`config.mk`:
```
export PLATFORM = sky130hd
export DESIGN_NAME = ka_operand_split_seq_25bit
export DESIGN_NICKNAME = d
export VERILOG_FILES = /design/src/rtl/ka_split_pkg.sv /design/src/rtl/ka_split_comb_25bit.sv /design/src/rtl/ka_operand_split_seq_25bit.sv
export SDC_FILE = /design/constraint.sdc
export NUM_CORES = 1
export LEC_CHECK = 0
export BUFFER_PORTS_ARGS = -buffer_cell sky130_fd_sc_hd__buf_2
export CORE_ASPECT_RATIO = 1.5
export CORE_MARGIN = 8
export CORE_UTILIZATION = 55
export CTS_CLUSTER_DIAMETER = 200
export DETAILED_ROUTE_END_ITERATION = 12
export GPL_ROUTABILITY_DRIVEN = 1
export HOLD_SLACK_MARGIN = 0.05
export PLACE_DENSITY_LB_ADDON = 0.25
export SLEW_MARGIN = 0
export SYNTH_ARGS = -nofsm -noshare
export SYNTH_HDL_FRONTEND = slang
export SYNTH_SLANG_ARGS = --single-unit
```
`constraint.sdc`:
```
create_clock -name clk -period 7 [get_ports clk]
set_clock_uncertainty 0.05 [all_clocks]
set_input_delay 2.1 -clock clk [delete_from_list [all_inputs] [get_ports clk]]
set_output_delay 2.1 -clock clk [all_outputs]
set_load 0.01 [all_outputs]
```
`src/rtl/ka_split_pkg.sv`:
```
// Shared constants, tag codes, FSM encoding and operand-split helper for the
// Karatsuba operand splitter family.
package ka_split_pkg;

  localparam int N    = 25;
  localparam int LO_W = (N + 1) / 2;
  localparam int HI_W = N - LO_W;

  localparam logic [1:0] TAG_LO  = 2'd0;
  localparam logic [1:0] TAG_MID = 2'd1;
  localparam logic [1:0] TAG_HI  = 2'd2;

  typedef enum logic [1:0] {
    ST_IDLE = 2'd0,
    ST_LO   = 2'd1,
    ST_MID  = 2'd2,
    ST_HI   = 2'd3
  } state_t;

  typedef struct packed {
    logic [LO_W-1:0] a0;
    logic [LO_W-1:0] a1;
    logic [LO_W-1:0] b0;
    logic [LO_W-1:0] b1;
  } operands_t;

  // High halves are zero-extended so all three sub-operands share one width.
  function automatic operands_t split_operands(input logic [N-1:0] a,
                                               input logic [N-1:0] b);
    operands_t o;
    o.a0 = a[LO_W-1:0];
    o.a1 = {{(LO_W-HI_W){1'b0}}, a[N-1:LO_W]};
    o.b0 = b[LO_W-1:0];
    o.b1 = {{(LO_W-HI_W){1'b0}}, b[N-1:LO_W]};
    return o;
  endfunction

  function automatic logic [1:0] state_tag(input state_t s);
    logic [1:0] t;
    case (s)
      ST_MID:  t = TAG_MID;
      ST_HI:   t = TAG_HI;
      default: t = TAG_LO;
    endcase
    return t;
  endfunction

endpackage

```
`src/rtl/ka_split_comb_25bit.sv`:
```
// Purely combinational Karatsuba beat selector: maps the split operand halves
// and a beat tag onto one sub-operand pair (GF(2), XOR only).
module ka_split_comb_25bit
  import ka_split_pkg::*;
(
  input  logic [LO_W-1:0] a0_i,
  input  logic [LO_W-1:0] a1_i,
  input  logic [LO_W-1:0] b0_i,
  input  logic [LO_W-1:0] b1_i,
  input  logic [1:0]      tag_i,
  output logic [LO_W-1:0] sub_a_o,
  output logic [LO_W-1:0] sub_b_o
);

  always_comb begin
    sub_a_o = '0;
    sub_b_o = '0;
    case (tag_i)
      TAG_LO: begin
        sub_a_o = a0_i;
        sub_b_o = b0_i;
      end
      TAG_MID: begin
        sub_a_o = a0_i ^ a1_i;
        sub_b_o = b0_i ^ b1_i;
      end
      TAG_HI: begin
        sub_a_o = a1_i;
        sub_b_o = b1_i;
      end
      default: begin
        sub_a_o = '0;
        sub_b_o = '0;
      end
    endcase
  end

endmodule

```
`src/rtl/ka_operand_split_seq_25bit.sv`:
```
// Sequential 25-bit Karatsuba operand splitter: one accepted operand pair is
// issued as LO, MID, HI beats to a shared 13-bit sub-multiplier.
// Optional macro KA_SPLIT_PERF_EN adds the op_count completed-pair counter.
//
// Handshakes: a transfer happens on a rising edge where valid && ready; valid
// never waits on ready, and in_ready never depends on in_valid.
module ka_operand_split_seq_25bit
  import ka_split_pkg::*;
(
  input  logic            clk,
  input  logic            rst,
  input  logic            in_valid,
  output logic            in_ready,
  input  logic [N-1:0]    in_a,
  input  logic [N-1:0]    in_b,
  output logic            out_valid,
  input  logic            out_ready,
  output logic [LO_W-1:0] out_a,
  output logic [LO_W-1:0] out_b,
  output logic [1:0]      out_tag,
  output logic            out_last,
  output logic            busy
`ifdef KA_SPLIT_PERF_EN
  ,
  output logic [15:0]     op_count
`endif
);

  state_t          state_q, state_d;
  operands_t       ops_q, ops_d;
  logic            accept, beat_done;
  logic [1:0]      tag_d;
  logic [LO_W-1:0] beat_a, beat_b;
  logic [LO_W-1:0] out_a_q, out_a_d, out_b_q, out_b_d;
  logic [1:0]      out_tag_q, out_tag_d;
  logic            out_last_q, out_last_d;

  assign in_ready  = (state_q == ST_IDLE) | ((state_q == ST_HI) & out_ready);
  assign accept    = in_valid & in_ready;
  assign out_valid = (state_q != ST_IDLE);
  assign beat_done = out_valid & out_ready;
  assign busy      = (state_q != ST_IDLE);

  always_comb begin
    state_d = state_q;
    case (state_q)
      ST_IDLE: if (accept)    state_d = ST_LO;
      ST_LO:   if (beat_done) state_d = ST_MID;
      ST_MID:  if (beat_done) state_d = ST_HI;
      ST_HI:   if (beat_done) state_d = accept ? ST_LO : ST_IDLE;
      default:                state_d = ST_IDLE;
    endcase
  end

  assign ops_d = accept ? split_operands(in_a, in_b) : ops_q;
  assign tag_d = state_tag(state_d);

  // The beat registers are fed from next-state values, so the beat is ready
  // the cycle after the transition and recomputes identically while stalled.
  ka_split_comb_25bit u_comb (
    .a0_i    (ops_d.a0),
    .a1_i    (ops_d.a1),
    .b0_i    (ops_d.b0),
    .b1_i    (ops_d.b1),
    .tag_i   (tag_d),
    .sub_a_o (beat_a),
    .sub_b_o (beat_b)
  );

  always_comb begin
    out_a_d    = '0;
    out_b_d    = '0;
    out_tag_d  = TAG_LO;
    out_last_d = 1'b0;
    if (state_d != ST_IDLE) begin
      out_a_d    = beat_a;
      out_b_d    = beat_b;
      out_tag_d  = tag_d;
      out_last_d = (state_d == ST_HI);
    end
  end

  always_ff @(posedge clk or posedge rst) begin
    if (rst) begin
      state_q    <= ST_IDLE;
      ops_q      <= '0;
      out_a_q    <= '0;
      out_b_q    <= '0;
      out_tag_q  <= TAG_LO;
      out_last_q <= 1'b0;
    end else begin
      state_q    <= state_d;
      ops_q      <= ops_d;
      out_a_q    <= out_a_d;
      out_b_q    <= out_b_d;
      out_tag_q  <= out_tag_d;
      out_last_q <= out_last_d;
    end
  end

  assign out_a    = out_a_q;
  assign out_b    = out_b_q;
  assign out_tag  = out_tag_q;
  assign out_last = out_last_q;

`ifdef KA_SPLIT_PERF_EN
  logic [15:0] op_count_q, op_count_d;

  // Counts completed pairs; natural 16-bit wrap.
  assign op_count_d = ((state_q == ST_HI) && beat_done) ? op_count_q + 16'd1 : op_count_q;

  always_ff @(posedge clk or posedge rst) begin
    if (rst) op_count_q <= '0;
    else     op_count_q <= op_count_d;
  end

  assign op_count = op_count_q;
`endif

endmodule

```
==> impl_metrics.ini <==
[power]
power.density_mw_per_mm2 = 488
ir_worst_vdd_v = 0.000239
leakage_nw = 2.46
total_power_mw = 2.66

[yosys]
syn_avg_cell_area_um2 = 9.97
synth_top_area_frac = 0.426
async_reset_ff_frac = 1.00
synthFlopType = dfrtp_1
yosys_warnings = 0
yosys.area.top_type = dfrtp_1
synth_cells = 483
synth.area.top_cells = dfrtp_1 43%, mux2_2 6.1%, a2111oi_2 4.7%
synth_edf_count = 0
synthesis.nets = 537
ys_types = 43
ys_seq_area_frac = 0.426
synth-seq-cells = 82
syn_area_mm2 = 0.00482

[final_layout]
ff_latch_area_mm2 = 0.00205
fill_cells = 742
nets = 594
layout_commonest_cell = buf_2
multi_input_area_mm2 = 0.00245
layout-drive-gt1-share = 0.319
diodes = 0
instances_no_fill = 655
stdcell_area_mm2 = 0.00545
area_growth_syn_to_layout_pct = 13.1
final_cell_mix = 85 x buf_2, 82 x dfrtp_1, 52 x nor2_1
finish.utilization = 0.628

[clock_network]
postCtsHoldBufs = 0
cts_buffer_depth = 2
root_buffer = clkbuf_16
tritoncts = done
clk-insertion-delay-late_ns = 0.34
numCtsBuffers = 9
path_clk_slew_ns = 0.06
htree_levels = 3
cts_setup_buffers = 0
clock_sinks = 82
cts_resized = 0

[setup_path]
r2r-end = out_a[8]$_DFF_PP0_
r2r_slack_ns = 4.20
critical_path.startpoint_type = input pin
cp_data_required_time_ns = 4.85
r2r-start = state_q[0]$_DFF_PP0_
path_class = in -> out
endpoint_kind = primary output
r2r_cells = 5
crit_path_max_fanout = 32
crit_arrival_ns = 3.16

[grt]
grt_pass1_vias = 4210
antenna_found_initial = 0
grt_pass1_wl_mm = 20.4
track_usage = 0.212
grt_max_degree = 83
grt_overflow = 0

[floorplanning]
rows = 42
die_area_mm2 = 0.0121
io_pins = 86
initial_utilization = 0.555
die_w_um = 92.4
core_area_mm2 = 0.00867
die_y_um = 131

[placement]
port_buffers = 85
hpwl_mm = 8.17
routabilityCongestion = 0.829
post_dp_cell_area_mm2 = 0.00514
post-place-ws_ns = 1.72
dp.cells = 639

[worst_hold_path]
holdPathEnd = ops_q[19]$_DFF_PP0_
hp-start = ops_q[19]$_DFF_PP0_
hp-class = reg -> reg
min_path_cells = 2

[timing]
slew_violations = 0
finalHoldViolCount = 0
relSlewSlack = 0.307
post-route-period-util = 0.758
fmax_mhz = 188
whs_ns = 0.471
fin_ws_ns = 1.69
setup-tns-final_ns = 0
setup_viol = 0
rsz0062_at_grt = false
worstMarginPinSlew_ns = 1.04
min_period_ns = 5.31

[detailed_routing]
drcViolationCount = 0
m1WireLength_mm = 4.89
top_layer = met4
wl_per_cell_um = 19.1
met2_length_mm = 6.41
vias = 4137
dr.pass1.iters = 5
drt-initial-drc-count = 294
route.antenna.remaining_nets = 0
vias_per_cell = 6.32
met3_length_um = 820
totalWireLength_mm = 12.5

[outcome]
status = complete, no violations

[run]
cap_violations = 0
-- state kept, by name, summed over array words and instances (netlist names) --
register  count
ops_q        52
out_b        13
out_last      1
state_q       2
out_tag       1
out_a        13
-- area by class of cell --
type / count / share of cell area
multi-input cells: 352 / 0.451
flip-flops and latches: 82 / 0.377
repair buffers: 90 / 0.0873
clock buffers: 11 / 0.0464
well taps: 110 / 0.0253
clock inverters: 5 / 0.00965
inverters: 5 / 0.00368
-- per-layer routing --
layer / up-vias / global-route usage
met1: 2027 / 0.239
met3: 34 / 0.0486
li1: 1911 / -
met5: - / 0
met2: 165 / 0.359
met4: 0 / 0.129
-- worst max-delay path by stage --
stage	startpoint	to	slack [ns]	depth (start not counted)
6_report	out_ready	in_ready	1.69	5
3_3_place_gp	out_ready	in_ready	1.73	5
3_5_place_dp	out_ready	in_ready	1.72	5
4_1_cts	out_ready	in_ready	1.72	5
5_1_grt	out_ready	in_ready	1.62	5
2_1_floorplan	out_ready	in_ready	1.87	7
-- synthesized netlist by cell type, types with 2 or more instances --
cell	instances
a2111oi_2	15
a21bo_2	18
a21boi_0	2
a21o_1	2
a21oi_1	24
a31oi_1	12
and3_1	15
buf_2	16
buf_4	10
buf_6	9
clkbuf_1	9
dfrtp_1	82
inv_1	3
mux2_2	26
nand2_1	41
nand2b_1	19
nand3_1	12
nand4_1	9
nor2_1	52
nor2b_1	2
nor3b_1	9
nor4_1	9
o211a_1	11
o211ai_1	9
o21ai_0	11
o221ai_1	17
o22a_1	15
or4_1	9
-- critical path: stages --
cell	delay [ns]
buf_2	0.49
nand3_1	0.16
and2_1	0.22
inv_1	0.06
buf_2	0.12
-- report_power, final --
| group | switching, mW | total [mW] | internal (mW) |
|---|---|---|---|
| clock | 0.193 | 0.487 | 0.294 |
| combinational | 0.699 | 1.29 | 0.588 |
| sequential | 0.175 | 0.882 | 0.706 |
-- cell families (layout without fill, tap and decap cells) --
family                 count (synthesis)  in the layout  share of synthesized area
and+or+nand+nor                      186            186                      0.200
AOI/OAI and AO/OA                    140            140                      0.249
DFF                                   82             82                      0.426
buffers and inverters                 49            111                     0.0642
muxes                                 26             26                     0.0608
Power figures use the tool's default switching activity.
